`config.mk`:
```
export PLATFORM = sky130hd
export DESIGN_NAME = fir_chan_sched_flat
export DESIGN_NICKNAME = d
export VERILOG_FILES = /design/src/rtl/fir_chan_sched_pkg.sv /design/src/rtl/fir_chan_sched_if.sv /design/src/rtl/fir_chan_sched_arb.sv /design/src/rtl/fir_chan_sched.sv /design/src/flat_wrapper.sv
export SDC_FILE = /design/constraint.sdc
export NUM_CORES = 1
export LEC_CHECK = 0
export ABC_CLOCK_PERIOD_IN_PS = 3650
export CORE_MARGIN = 10
export CORE_UTILIZATION = 35
export CTS_CLUSTER_DIAMETER = 80
export DETAILED_ROUTE_END_ITERATION = 8
export DONT_BUFFER_PORTS = 1
export GPL_ROUTABILITY_DRIVEN = 0
export GPL_TIMING_DRIVEN = 0
export PLACE_DENSITY = 0.45
export SYNTH_ARGS = -nofsm -noshare
export SYNTH_HDL_FRONTEND = slang
export SYNTH_SLANG_ARGS = --single-unit
```
`constraint.sdc`:
```
create_clock -name clk -period 3.65 [get_ports clk]
set_input_delay 0.1825 -clock clk [delete_from_list [all_inputs] [get_ports clk]]
set_output_delay 0.1825 -clock clk [all_outputs]
set_load 0.02 [all_outputs]
```
`src/rtl/fir_chan_sched_pkg.sv`:
```
// Shared constants, FSM state type and helpers for the four-channel sample scheduler.
package fir_4mux1_pkg;

    localparam int unsigned NCH    = 4;
    localparam int unsigned GAIN_W = 3;

    typedef enum logic [1:0] {
        StIdle,
        StIssue,
        StWait
    } sched_state_e;

    function automatic logic [1:0] oh2idx(input logic [NCH-1:0] oh);
        oh2idx = '0;
        for (int i = 0; i < NCH; i++) begin
            if (oh[i]) begin
                oh2idx = 2'(i);
            end
        end
    endfunction

endpackage

```
`src/rtl/fir_chan_sched_if.sv`:
```
// Channel-side and datapath-side signal bundle of fir_chan_sched.
interface fir_chan_sched_if
    import fir_4mux1_pkg::*;
#(
    parameter int unsigned INBITWIDTH  = 22,
    parameter int unsigned COEBITWIDTH = 16
);

    logic [NCH*INBITWIDTH-1:0] ch_data;
    logic [NCH-1:0]            ch_flag;
    logic                      gain_indicator;
    logic [1:0]                gain_ch;
    logic [COEBITWIDTH-1:0]    gain_param;
    logic                      config_sync;
    logic                      overrun_clr;
    logic [INBITWIDTH-1:0]     datab;
    logic                      datab_flag;
    logic [1:0]                ch_id;
    logic [GAIN_W-1:0]         gain_factor;
    logic                      busy;
    logic [NCH-1:0]            overrun;

    modport master (
        output ch_data, ch_flag, gain_indicator, gain_ch, gain_param, config_sync, overrun_clr,
        input  datab, datab_flag, ch_id, gain_factor, busy, overrun
    );

    modport slave (
        input  ch_data, ch_flag, gain_indicator, gain_ch, gain_param, config_sync, overrun_clr,
        output datab, datab_flag, ch_id, gain_factor, busy, overrun
    );

endinterface

```
`src/rtl/fir_chan_sched_arb.sv`:
```
// Four-way request arbiter: round-robin by default, fixed priority (ch0 highest) when
// FIR_SCHED_PRIO_EN is defined.
module rr_arbiter_4
    import fir_4mux1_pkg::*;
(
    input  logic           clk,
    input  logic           rst,
    input  logic [NCH-1:0] request,
    input  logic           enable,
    output logic [NCH-1:0] grant
);

`ifdef FIR_SCHED_PRIO_EN
    logic unused_prio;
    assign unused_prio = ^{clk, rst, enable};

    // Isolate the lowest set request bit.
    assign grant = request & (~request + NCH'(1));
`else
    logic [1:0] ptr_q;
    logic [1:0] idx;
    logic       found;

    // Search starts one past the last granted channel.
    always_comb begin
        grant = '0;
        found = 1'b0;
        idx   = '0;
        for (int k = 1; k <= NCH; k++) begin
            idx = ptr_q + 2'(k);
            if (!found && request[idx]) begin
                grant[idx] = 1'b1;
                found      = 1'b1;
            end
        end
    end

    always_ff @(posedge clk or negedge rst) begin
        if (!rst) begin
            ptr_q <= 2'd3;
        end else if (enable && |request) begin
            ptr_q <= oh2idx(grant);
        end
    end
`endif

endmodule

```
`src/rtl/fir_chan_sched.sv`:
```
// Schedules four channel sample streams onto one shared datapath with per-channel gains.
// Build option: FIR_SCHED_PRIO_EN selects fixed-priority arbitration.
module fir_chan_sched
    import fir_4mux1_pkg::*;
#(
    parameter int unsigned INBITWIDTH  = 22,
    parameter int unsigned COEBITWIDTH = 16,
    parameter int unsigned SLOT_LEN    = 4
) (
    input logic             clk,
    input logic             rst,
    fir_chan_sched_if.slave bus
);

    sched_state_e          state_q;
    logic [NCH-1:0]        pend_q, pend_d;
    logic [NCH-1:0]        overrun_q, overrun_d;
    logic [INBITWIDTH-1:0] pend_data_q [NCH];
    logic [INBITWIDTH-1:0] pend_data_d [NCH];
    logic [GAIN_W-1:0]     shadow_q [NCH];
    logic [GAIN_W-1:0]     shadow_d [NCH];
    logic [GAIN_W-1:0]     active_q [NCH];
    logic [GAIN_W-1:0]     active_d [NCH];
    logic [1:0]            grant_q;
    logic [NCH-1:0]        grant_oh;
    logic [1:0]            grant_idx;
    logic [3:0]            cnt_q;
    logic [INBITWIDTH-1:0] datab_q;
    logic                  datab_flag_q;
    logic [1:0]            ch_id_q;
    logic [GAIN_W-1:0]     gain_factor_q;
    logic                  busy_q;
    logic                  clearing;
    logic                  unused_gain;

    assign unused_gain = ^bus.gain_param[COEBITWIDTH-1:GAIN_W];

    rr_arbiter_4 u_arb (
        .clk     (clk),
        .rst     (rst),
        .request (pend_q),
        .enable  (state_q == StIdle),
        .grant   (grant_oh)
    );

    assign grant_idx = oh2idx(grant_oh);

    // A new sample during the issuing channel's ISSUE cycle re-arms pend without overrun.
    always_comb begin
        pend_d    = pend_q;
        overrun_d = bus.overrun_clr ? '0 : overrun_q;
        clearing  = 1'b0;
        for (int n = 0; n < NCH; n++) begin
            pend_data_d[n] = pend_data_q[n];
            clearing       = (state_q == StIssue) && (grant_q == 2'(n));
            if (clearing) begin
                pend_d[n] = 1'b0;
            end
            if (bus.ch_flag[n]) begin
                pend_data_d[n] = bus.ch_data[n*INBITWIDTH +: INBITWIDTH];
                pend_d[n]      = 1'b1;
                if (pend_q[n] && !clearing) begin
                    overrun_d[n] = 1'b1;
                end
            end
        end
    end

    // The sync copy sees a same-cycle shadow write.
    always_comb begin
        for (int n = 0; n < NCH; n++) begin
            shadow_d[n] = shadow_q[n];
        end
        if (bus.gain_indicator) begin
            shadow_d[bus.gain_ch] = bus.gain_param[GAIN_W-1:0];
        end
        for (int n = 0; n < NCH; n++) begin
            active_d[n] = bus.config_sync ? shadow_d[n] : active_q[n];
        end
    end

    always_ff @(posedge clk or negedge rst) begin
        if (!rst) begin
            state_q       <= StIdle;
            pend_q        <= '0;
            overrun_q     <= '0;
            grant_q       <= '0;
            cnt_q         <= '0;
            datab_q       <= '0;
            datab_flag_q  <= 1'b0;
            ch_id_q       <= '0;
            gain_factor_q <= '0;
            busy_q        <= 1'b0;
            for (int n = 0; n < NCH; n++) begin
                pend_data_q[n] <= '0;
                shadow_q[n]    <= '0;
                active_q[n]    <= '0;
            end
        end else begin
            pend_q       <= pend_d;
            overrun_q    <= overrun_d;
            datab_flag_q <= 1'b0;
            for (int n = 0; n < NCH; n++) begin
                pend_data_q[n] <= pend_data_d[n];
                shadow_q[n]    <= shadow_d[n];
                active_q[n]    <= active_d[n];
            end
            case (state_q)
                StIdle: begin
                    if (|pend_q) begin
                        state_q       <= StIssue;
                        grant_q       <= grant_idx;
                        datab_q       <= pend_data_d[grant_idx];
                        ch_id_q       <= grant_idx;
                        gain_factor_q <= active_d[grant_idx];
                        datab_flag_q  <= 1'b1;
                        busy_q        <= 1'b1;
                    end
                end
                StIssue: begin
                    state_q <= StWait;
                    cnt_q   <= 4'(SLOT_LEN - 1);
                end
                StWait: begin
                    if (cnt_q <= 4'd1) begin
                        state_q <= StIdle;
                        cnt_q   <= '0;
                        busy_q  <= 1'b0;
                    end else begin
                        cnt_q <= cnt_q - 4'd1;
                    end
                end
                default: begin
                    state_q <= StIdle;
                    busy_q  <= 1'b0;
                end
            endcase
        end
    end

    assign bus.datab       = datab_q;
    assign bus.datab_flag  = datab_flag_q;
    assign bus.ch_id       = ch_id_q;
    assign bus.gain_factor = gain_factor_q;
    assign bus.busy        = busy_q;
    assign bus.overrun     = overrun_q;

endmodule

```
`src/flat_wrapper.sv`:
```
// flat-port wrapper written by rule: the top's interface ports become plain ports
module fir_chan_sched_flat import fir_4mux1_pkg::*;
#(
    parameter int unsigned INBITWIDTH  = 22,
    parameter int unsigned COEBITWIDTH = 16,
    parameter int unsigned SLOT_LEN    = 4
)
  (clk, rst, bus_ch_data, bus_ch_flag, bus_gain_indicator, bus_gain_ch, bus_gain_param, bus_config_sync, bus_overrun_clr, bus_datab, bus_datab_flag, bus_ch_id, bus_gain_factor, bus_busy, bus_overrun);
  fir_chan_sched_if #(.INBITWIDTH(INBITWIDTH), .COEBITWIDTH(COEBITWIDTH)) bus_i ();
  input logic clk;
  input logic rst;
  input wire logic [$bits(bus_i.ch_data)-1:0] bus_ch_data;
  input wire logic [$bits(bus_i.ch_flag)-1:0] bus_ch_flag;
  input wire logic [$bits(bus_i.gain_indicator)-1:0] bus_gain_indicator;
  input wire logic [$bits(bus_i.gain_ch)-1:0] bus_gain_ch;
  input wire logic [$bits(bus_i.gain_param)-1:0] bus_gain_param;
  input wire logic [$bits(bus_i.config_sync)-1:0] bus_config_sync;
  input wire logic [$bits(bus_i.overrun_clr)-1:0] bus_overrun_clr;
  output wire logic [$bits(bus_i.datab)-1:0] bus_datab;
  output wire logic [$bits(bus_i.datab_flag)-1:0] bus_datab_flag;
  output wire logic [$bits(bus_i.ch_id)-1:0] bus_ch_id;
  output wire logic [$bits(bus_i.gain_factor)-1:0] bus_gain_factor;
  output wire logic [$bits(bus_i.busy)-1:0] bus_busy;
  output wire logic [$bits(bus_i.overrun)-1:0] bus_overrun;
  assign bus_i.ch_data = bus_ch_data;
  assign bus_i.ch_flag = bus_ch_flag;
  assign bus_i.gain_indicator = bus_gain_indicator;
  assign bus_i.gain_ch = bus_gain_ch;
  assign bus_i.gain_param = bus_gain_param;
  assign bus_i.config_sync = bus_config_sync;
  assign bus_i.overrun_clr = bus_overrun_clr;
  assign bus_datab = bus_i.datab;
  assign bus_datab_flag = bus_i.datab_flag;
  assign bus_ch_id = bus_i.ch_id;
  assign bus_gain_factor = bus_i.gain_factor;
  assign bus_busy = bus_i.busy;
  assign bus_overrun = bus_i.overrun;
  fir_chan_sched #(.INBITWIDTH(INBITWIDTH), .COEBITWIDTH(COEBITWIDTH), .SLOT_LEN(SLOT_LEN)) u_core (.clk(clk), .rst(rst), .bus(bus_i));
endmodule
```
==> results.tsv, run 1 <==
stage	metric	value	unit
status	status	finished with violations	
status	violated checks	hold timing	
power_and_ir_drop	switching fraction of total power	24.96	%
setup_path	kind of critical path	reg -> reg	
global_routing	first-pass GRT wire length	31.17	mm
die	# IOs	148	
clock_network	Inserted Clock Buffers	17	
clock_network	CTS Sinks	157	
synthesis	Seq/Total Area, Yosys	54.30	%
routing	DRC	0	
setup_path	r2r endpoint	u_core.bus.datab[19]$_DFFE_PN0P_	
clock_network	clk_lat worst skew	0.42	ns
routing	Iter 0 DRT Violations	183	
layout	share of cells above drive strength 1	26.27	%
global_routing	vias in the first global route	5306	
synthesis	Synthesis Warnings	0	
routing	via count	4864	
layout	most common cell after layout, fill and taps aside	dfrtp_1	
routing	drt pass-1 iters	4	
layout	fill count	1913	
placed_design	dpl cells	826	
setup_path	WP data required	3.94	ns
clock_network	Post-CTS Setup Bufs	0	
layout	Post-Layout Cell Count	959	
timing	final hold vios	157	
power_and_ir_drop	Comb power frac	10.1	%
synthesis	synth unique cells	50	
die	Core ar.	20300	sq um
timing	TNS Setup	0	ns
flow_run	max_cap viols	0	
timing	final setup fails	0	
timing	fin crit period	3.218	ns
setup_path	critical path peak fanout	10	
global_routing	total gr overflow	0	
timing	Clock Skew	0.006434	ns
timing	Fmax	310.7	MHz
timing	crit share post-route	88.17	%
global_routing	antenna violations before repair	0	
clock_network	CTS tree	yes	
clock_network	clock buffer depth	2	
power_and_ir_drop	leakage power	3.832	nW
setup_path	Critical Path Source	u_core.u_arb.ptr_q[0]$_DFFE_PN1P_	
clock_network	root buf cell	clkbuf_16	
synthesis	Avg Inst Size Synth	13.02	sq um
synthesis	Area contributors post-synth	dfrtp_1 54%, mux2_2 16%, a221oi_2 4.1%	
routing	vias per cell	5.072	
global_routing	largest net degree at the start of global routing	158	
setup_path	critical path arrival	3.51	ns
min_path	Min-Delay Path Class	in -> async	
clock_network	CTS clock-pin slew for the worst setup and hold paths	0.06	ns
layout	most frequent cells in the layout	155 x dfrtp_1, 102 x mux2_2, 101 x dlygate4sd3_1, 38 x nor2_1, 27 x mux2i_1	
power_and_ir_drop	Clock power frac	41.9	%
die	die extent in x	163.8	um
setup_path	startpoint types	flop	
power_and_ir_drop	Net Sw Power	1.061	mW
layout	FF+latch area	3931	sq um
power_and_ir_drop	P per Cell Area	463.1	nW/um^2
synthesis	synthesis-stage register bit count	157	
synthesis	post-synthesis instance area	7239	sq um
power_and_ir_drop	share of power burned in registers	48.0	%
routing	total wire length	19.95	mm
die	row count	52	
setup_path	flop2flop setup slack	0.43	ns
global_routing	GRT Util Overall	15.13	%
routing	Routed WL per cell	20.80	um
timing	final hold slack	-0.5406	ns
die	full die area	26840	sq um
synthesis	top cell type's share of synthesized area	53.58	%
clock_network	htree depth	4	
timing	slew margin rel.	39.97	%
layout	ant diodes	0	
routing	Antenna Violating Nets Remaining	0	
setup_path	crit end category	flop	
synthesis	post-synth net total	683	
power_and_ir_drop	Max IR drop VDD	0.2934	mV
synthesis	Top FF cell, synth	dfrtp_1	
power_and_ir_drop	overall power	4.251	mW
die	Initial Util	35.66	%
layout	area of the multi-input gates	3034	sq um
setup_path	worst r2r path cells	9	
timing	worst slew pin tran	0.9005	ns
synthesis	Post-Synthesis Cells	556	
die	Die Y	163.8	um
setup_path	reg2reg start	u_core.u_arb.ptr_q[0]$_DFFE_PN1P_	
clock_network	hold buffers post-CTS	101	
synthesis	EDFF count, synth	0	
synthesis	Yosys top cell by area	dfrtp_1	
layout	fin nets	803	
synthesis	Async SR Flop Fraction	100.0	%
layout	area added between synthesis and finish	26.77	%
layout	Final Util	45.21	%
timing	RSZ-0062 raised after global routing	no	
placed_design	Port Buffer Count	0	
placed_design	HPWL Detailed	14.26	mm
timing	max-slew violation count	0	
power_and_ir_drop	cell-internal power	3.190	mW
==> synthesized netlist by cell type, types with 4 or more instances <==
master     count
nor2_1        38
ha_1          12
dfrtp_1      155
mux2_2       102
o21ai_0       22
inv_1         23
nand2_1       17
o22ai_1       23
a221oi_1       5
a21oi_1       15
mux2i_1       27
o2111ai_1      4
a221oi_2      20
buf_2          4
nand2b_1       8
clkbuf_1      16
nand3_1        4
nor3b_1        4
==> through the flow <==
step                setup WS (ns)  area, sq um
CTS                        0.1988         9176
global route               0.2148         9178
floorplan                  0.8575         7239
finish                     0.4317         9178
global placement           0.2808         7577
detailed placement         0.2073         7577
==> flip-flops by register name, summed over array words and instances (netlist names), 3 cells and up <==
| register | count |
|---|---|
| u_core.bus.overrun | 4 |
| u_core.pend_data_q | 88 |
| u_core.pend_q | 4 |
| u_core.bus.datab | 22 |
| u_core.cnt_q | 4 |
| u_core.shadow_q | 12 |
| u_core.active_q | 12 |
| u_core.bus.gain_factor | 3 |
==> cell type report <==
cell class,instances,share of cell area [%]
inverters,24,0.9816
well taps,270,3.681
clock inverters,14,1.731
clock buffers,18,4.676
repair buffers,101,11.02
flip-flops and latches,157,42.84
plain buffers,30,2.018
multi-input cells,345,33.06
==> worst max-delay path: stages (launching register included) <==
cell	delay (ns)
dfstp_2	0.58
buf_6	0.16
inv_1	0.15
ha_1	0.43
mux2i_2	0.25
a2111oi_2	0.46
o21a_1	0.27
buf_2	0.34
mux2i_1	0.31
o22ai_1	0.12
==> kinds of logic (layout without fill, tap and decap cells) <==
kind of cell	Yosys count	in the layout	synth area share, %
DFF	157	157	54.30
adders and majority gates	12	12	2.074
AOI/OAI and AO/OA	117	117	13.86
and+or+nand+nor	83	83	5.254
buffers and inverters	54	187	3.785
muxes	133	133	20.72
==> repair_timing <==
item                                   CTS  global route
gates resized for setup                  0             2
endpoints found under the hold margin  262           157
setup endpoints to repair                0            10
==> how the worst max path moves through the flow <==
stage                                                  end  slack (ns)  depth (start not counted)
after global placement    u_core.bus.datab[12]$_DFFE_PN0P_        0.28                         10
final                     u_core.bus.datab[19]$_DFFE_PN0P_        0.43                          9
after CTS                 u_core.bus.datab[18]$_DFFE_PN0P_        0.20                         10
after floorplan           u_core.bus.datab[10]$_DFFE_PN0P_        0.86                         10
after global routing      u_core.bus.datab[16]$_DFFE_PN0P_        0.21                          9
after detailed placement  u_core.bus.datab[10]$_DFFE_PN0P_        0.21                         10
==> power by group through the flow <==
stage | combinational (mW) | clock (mW) | sequential (mW)
after floorplan | 0.271 | 0 | 2.04
after global placement | 0.322 | 0 | 2.07
after detailed placement | 0.332 | 0 | 2.07
after CTS | 0.433 | 1.84 | 2.04
after global routing | 0.470 | 1.91 | 2.06
final | 0.429 | 1.78 | 2.04
==> metal layers <==
layer	wire (um)	GRT usage (%)
met5	0	0
met4	371	5.118
met3	1208	4.731
met2	9543	24.15
met1	8824	19.06
No activity file was read; power rests on OpenSTA's default activity.
==> run 2, diff against run 1 <==
--- a/config.mk
+++ b/config.mk
@@ -6,8 +6,10 @@
 export NUM_CORES = 1
 export LEC_CHECK = 0
 export ABC_CLOCK_PERIOD_IN_PS = 3650
+export CORE_ASPECT_RATIO = 0.7
 export CORE_MARGIN = 10
 export CORE_UTILIZATION = 35
+export CTS_BUF_LIST = sky130_fd_sc_hd__clkbuf_8
 export CTS_CLUSTER_DIAMETER = 80
 export DETAILED_ROUTE_END_ITERATION = 8
 export DONT_BUFFER_PORTS = 1
==> run 2 against run 1 <==
The flow still finishes with violations (hold timing). Combinational power about the same. Cell area decreased by 1.4%. Non-clock buffer count down 2. Critical endpoint is now u_core.bus.datab[10]$_DFFE_PN0P_. Worst setup slack improved by 0.032 ns. Sequential share of layout area rose by 0.61 points.
==> results.tsv, run 2 (same netlist as run 1, synthesis figures left out) <==
stage	metric	value	unit
routing	Iter 0 DRT Violations	406	
global_routing	first-pass GRT wire length	32.04	mm
routing	DRC	0	
routing	Routed met1 length	9.714	mm
flow_run	max_cap viols	0	
layout	fin nets	801	
clock_network	CTS Sinks	157	
placed_design	dpl cells	826	
die	Core ar.	20070	sq um
layout	most frequent cells in the layout	155 x dfrtp_1, 102 x mux2_2, 99 x dlygate4sd3_1, 38 x nor2_1, 27 x mux2i_1	
power_and_ir_drop	P per Cell Area	442.3	nW/um^2
die	Die Y	140.3	um
layout	area of the multi-input gates	3034	sq um
min_path	Min-Delay Path Class	in -> async	
layout	fill count	1827	
timing	Fmax	313.8	MHz
clock_network	CTS tree	yes	
layout	Post-Layout Cell Count	958	
layout	FF+latch area	3931	sq um
global_routing	GRT Util Overall	15.50	%
clock_network	clock buffer depth	2	
clock_network	root buf cell	clkbuf_8	
routing	Antenna Violating Nets Remaining	0	
status	status	finished with violations	
clock_network	hold buffers post-CTS	99	
die	die extent in x	191.9	um
timing	final hold vios	157	
global_routing	antenna violations before repair	1	
timing	RSZ-0062 raised after global routing	no	
routing	drt pass-1 iters	5	
layout	Largest register FFs	88	
placed_design	Post-Place Worst Slack	0.1532	ns
setup_path	startpoint types	flop	
layout	area added between synthesis and finish	24.99	%
setup_path	WP data required	3.97	ns
routing	met2 WL	9.186	mm
global_routing	total gr overflow	0	
power_and_ir_drop	Max IR drop VDD	0.2167	mV
routing	via count	4771	
timing	worst slew pin tran	0.8958	ns
timing	slew margin rel.	40.28	%
status	violated checks	hold timing	
die	full die area	26930	sq um
layout	Final Util	45.09	%
die	# IOs	148	
global_routing	largest net degree at the start of global routing	158	
layout	final instance area	9049	sq um
setup_path	crit end category	flop	
timing	crit share post-route	87.30	%
die	Initial Util	36.07	%
timing	fin crit period	3.186	ns
setup_path	flop2flop setup slack	0.46	ns
placed_design	HPWL Detailed	14.42	mm
timing	final setup fails	0	
clock_network	htree depth	4	
routing	total wire length	20.50	mm
layout	share of cells above drive strength 1	26.49	%
timing	final hold slack	-0.5761	ns
placed_design	Port Buffer Count	0	
clock_network	Inserted Clock Buffers	17	
routing	routed wl met3	1.502	mm
power_and_ir_drop	leakage power	3.780	nW
layout	most common cell after layout, fill and taps aside	dfrtp_1	
die	row count	43	
routing	highest routed layer	met4	
routing	Routed WL per cell	21.40	um
power_and_ir_drop	overall power	4.002	mW
global_routing	vias in the first global route	5207	
setup_path	kind of critical path	reg -> reg	
clock_network	clk_lat worst skew	0.45	ns
layout	most flop-heavy register	u_core.pend_data_q	
routing	vias per cell	4.980	
timing	Clock Skew	0.02104	ns
setup_path	critical path peak fanout	10	
timing	max-slew violation count	0	
timing	TNS Setup	0	ns
placed_design	Post-DP Area	7577	sq um
timing	final setup margin	0.4637	ns
setup_path	critical path arrival	3.50	ns
clock_network	CTS clock-pin slew for the worst setup and hold paths	0.09	ns
==> run 2: cell type report <==
| type | count | area share [%] |
|---|---|---|
| clock buffers | 18 | 2.738 |
| flip-flops and latches | 157 | 43.45 |
| repair buffers | 99 | 10.95 |
| diodes | 1 | 0.02765 |
| clock inverters | 14 | 2.530 |
| well taps | 270 | 3.733 |
| plain buffers | 30 | 2.046 |
| multi-input cells | 345 | 33.53 |
| inverters | 24 | 0.9956 |
==> run 2: critical path: stages (launching register included) <==
cell,delay [ns]
dfstp_2,0.57
buf_6,0.16
inv_1,0.14
ha_1,0.45
mux4_2,0.44
or2_1,0.28
o32ai_4,0.26
nor2_2,0.16
nand3_1,0.16
clkbuf_2,0.32
o22ai_1,0.12
==> run 2: where the power goes <==
group	leakage (nW)	switching (mW)	internal [mW]	total [mW]
clock	0.232	0.694	0.847	1.54
sequential	1.82	0.115	1.92	2.04
combinational	1.72	0.186	0.241	0.426
total	3.78	0.994	3.01	4.00
==> run 2: what timing repair did <==
item	CTS	global route
endpoints found under the hold margin	262	157
gates resized for setup	0	2
setup buffers	0	0
endpoints found under the setup margin	0	10
==> run 2: path summary, 6_finish.rpt <==
kind | start | endpoint | depth (start not counted)
max | u_core.u_arb.ptr_q[0]$_DFFE_PN1P_ | u_core.bus.datab[10]$_DFFE_PN0P_ | 10
min in group clk | bus_gain_ch[0] | u_core.shadow_q[9]$_DFF_PN0_ | 3
max in group asynchronous | rst | u_core.active_q[5]$_DFF_PN0_ | 0
min reg2reg | u_core.shadow_q[10]$_DFF_PN0_ | u_core.shadow_q[10]$_DFF_PN0_ | 2
max reg2reg | u_core.u_arb.ptr_q[0]$_DFFE_PN1P_ | u_core.bus.datab[10]$_DFFE_PN0P_ | 10
min | rst | u_core.cnt_q[0]$_DFFE_PN0P_ | 0
==> run 2: metal layers <==
metal | GRT usage [%] | up-vias
li1 | - | 2265
met1 | 21.31 | 2381
met2 | 22.99 | 118
met3 | 5.208 | 7
met4 | 3.362 | 0
met5 | 0 | -
==> run 3, diff against run 2 <==
--- a/config.mk
+++ b/config.mk
@@ -16,6 +16,7 @@
 export GPL_ROUTABILITY_DRIVEN = 0
 export GPL_TIMING_DRIVEN = 0
 export PLACE_DENSITY = 0.45
+export REMOVE_ABC_BUFFERS = 1
 export SYNTH_ARGS = -nofsm -noshare
 export SYNTH_HDL_FRONTEND = slang
 export SYNTH_SLANG_ARGS = --single-unit
==> run 3 against run 2 <==
The flow still finishes with violations (hold timing). First-iteration DRC count decreased by 41%. Non-clock buffer count decreased by 26. Clock power decreased by 14%. Core utilization decreased by 0.59 points. Flip-flop and latch count unchanged. Maximum frequency decreased by 6.7%. Count of clock-buffer cells in the layout decreased by 1. Via count increased by 0.78%. Combinational power decreased by 2%. Worst hold slack got worse by 0.0060 ns. Worst setup slack got worse by 0.23 ns.
==> results.tsv, run 3 (same netlist as run 1, synthesis figures left out) <==
stage	metric	value	unit
die	die extent in x	191.9	um
timing	Clock Skew	0.009791	ns
setup_path	worst r2r path cells	7	
routing	Antenna Violating Nets Remaining	0	
power_and_ir_drop	P per Cell Area	423.1	nW/um^2
power_and_ir_drop	Clock power frac	35.0	%
clock_network	htree depth	4	
setup_path	reg2reg start	u_core.u_arb.ptr_q[0]$_DFFE_PN1P_	
routing	drt pass-1 iters	4	
timing	worst slew pin tran	0.7295	ns
setup_path	WP data required	4.01	ns
clock_network	clk_lat worst skew	0.45	ns
setup_path	crit end category	flop	
power_and_ir_drop	Net Sw Power	0.9986	mW
power_and_ir_drop	Comb power frac	11.1	%
layout	share of cells above drive strength 1	27.34	%
setup_path	critical path arrival	3.78	ns
power_and_ir_drop	leakage power	3.714	nW
layout	FF+latch area	3931	sq um
global_routing	vias in the first global route	5078	
timing	Fmax	292.7	MHz
timing	crit share post-route	93.61	%
clock_network	CTS Sinks	157	
timing	slew margin rel.	51.26	%
timing	final setup fails	0	
routing	DRC	0	
routing	Iter 0 DRT Violations	240	
power_and_ir_drop	share of power burned in registers	53.9	%
routing	via count	4808	
power_and_ir_drop	cell-internal power	2.780	mW
timing	RSZ-0062 raised after global routing	yes	
power_and_ir_drop	switching fraction of total power	26.43	%
setup_path	startpoint types	flop	
setup_path	r2r endpoint	u_core.bus.datab[19]$_DFFE_PN0P_	
die	# IOs	148	
clock_network	hold buffers post-CTS	98	
timing	final setup margin	0.2332	ns
clock_network	clock buffer depth	2	
layout	Largest register FFs	88	
layout	most frequent cells in the layout	155 x dfrtp_1, 102 x mux2_2, 94 x dlygate4sd3_1, 38 x nor2_1, 27 x mux2i_1	
placed_design	HPWL Detailed	12.90	mm
clock_network	root buf cell	clkbuf_8	
clock_network	Inserted Clock Buffers	17	
layout	Final Util	44.50	%
timing	final hold vios	157	
timing	fin crit period	3.417	ns
global_routing	total gr overflow	0	
die	Core ar.	20070	sq um
power_and_ir_drop	Max IR drop VDD	0.2397	mV
die	row count	43	
flow_run	max_cap viols	0	
placed_design	dpl cells	798	
clock_network	CTS tree	yes	
routing	Routed WL per cell	21.51	um
setup_path	critical path peak fanout	13	
status	status	finished with violations	
layout	fill count	1819	
die	Die Y	140.3	um
global_routing	largest net degree at the start of global routing	158	
placed_design	Post-Place Worst Slack	-0.4263	ns
global_routing	first-pass GRT wire length	30.88	mm
timing	max-slew violation count	0	
layout	area of the multi-input gates	3088	sq um
layout	area added between synthesis and finish	23.37	%
min_path	Min-Delay Path Class	in -> async	
timing	final hold slack	-0.5821	ns
clock_network	CTS clock-pin slew for the worst setup and hold paths	0.09	ns
routing	total wire length	20.07	mm
routing	vias per cell	5.153	
layout	fin nets	776	
die	Initial Util	36.07	%
setup_path	kind of critical path	reg -> reg	
die	full die area	26930	sq um
global_routing	antenna violations before repair	1	
layout	most flop-heavy register	u_core.pend_data_q	
global_routing	GRT Util Overall	14.83	%
setup_path	flop2flop setup slack	0.23	ns
layout	most common cell after layout, fill and taps aside	dfrtp_1	
layout	Post-Layout Cell Count	933	
status	violated checks	hold timing	
placed_design	Port Buffer Count	0	
==> run 3: layout make-up <==
class | count | area share, %
multi-input combinational | 346 | 34.58
sequential | 157 | 44.02
timing repair buffer | 103 | 12.13
antenna | 1 | 0.02802
clock inverter | 15 | 1.835
clock buffer | 17 | 2.620
inverter | 24 | 1.009
tap | 270 | 3.783
==> run 3: per-layer routing <==
| layer | track usage [%] | wire length, um | vias up |
|---|---|---|---|
| li1 | - | - | 2232 |
| met1 | 20.17 | 9713 | 2458 |
| met2 | 21.85 | 8808 | 107 |
| met3 | 5.779 | 1416 | 11 |
| met4 | 2.829 | 128 | 0 |
| met5 | 0 | 0 | - |
==> run 3: timing repair <==
item / 4_1_cts / 5_1_grt
hold endpoints to repair: 277 / 157
gates resized for setup: 3 / 1
buffers inserted: 0 / 3
endpoints found under the setup margin: 26 / 21
pin swaps: 0 / 1
gates cloned: 0 / 1
==> run 3: critical path, cell delays in order, from the launching register on <==
cell	delay [ns]
dfstp_2	0.72
inv_1	0.22
ha_1	0.45
mux4_2	0.41
o21ai_0	0.57
o221a_2	0.67
a221oi_2	0.12
o22ai_1	0.17
==> run 3: metrics by stage <==
stage	total power, mW	TNS [ns]	cell area [sq um]
floorplan	2.299	0	7056
finish	3.778	0	8931
CTS	3.829	0	8887
detailed placement	2.369	-8.707	7445
global route	3.962	-0.2261	8931
global placement	2.350	-31.23	7393
==> run 3: how the worst max path moves through the flow <==
stage,endpoint,slack [ns],cells after the start,start
floorplan,u_core.bus.datab[6]$_DFFE_PN0P_,0.19,7,u_core.u_arb.ptr_q[0]$_DFFE_PN1P_
global placement,u_core.grant_q[1]$_DFFE_PN0P_,-1.36,5,u_core.pend_q[2]$_DFFE_PN0P_
detailed placement,u_core.bus.datab[9]$_DFFE_PN0P_,-0.43,8,u_core.u_arb.ptr_q[0]$_DFFE_PN1P_
CTS,u_core.bus.datab[9]$_DFFE_PN0P_,0.05,7,u_core.u_arb.ptr_q[0]$_DFFE_PN1P_
global route,u_core.grant_q[1]$_DFFE_PN0P_,-0.05,8,u_core.u_arb.ptr_q[0]$_DFFE_PN1P_
finish,u_core.bus.datab[19]$_DFFE_PN0P_,0.23,7,u_core.u_arb.ptr_q[0]$_DFFE_PN1P_
==> run 3: power by group through the flow <==
stage / logic [mW] / registers (mW) / clock network, mW
after global placement: 0.282 / 2.07 / 0
after CTS: 0.422 / 2.04 / 1.37
after detailed placement: 0.294 / 2.07 / 0
after global routing: 0.459 / 2.06 / 1.45
final: 0.418 / 2.04 / 1.32
after floorplan: 0.255 / 2.04 / 0
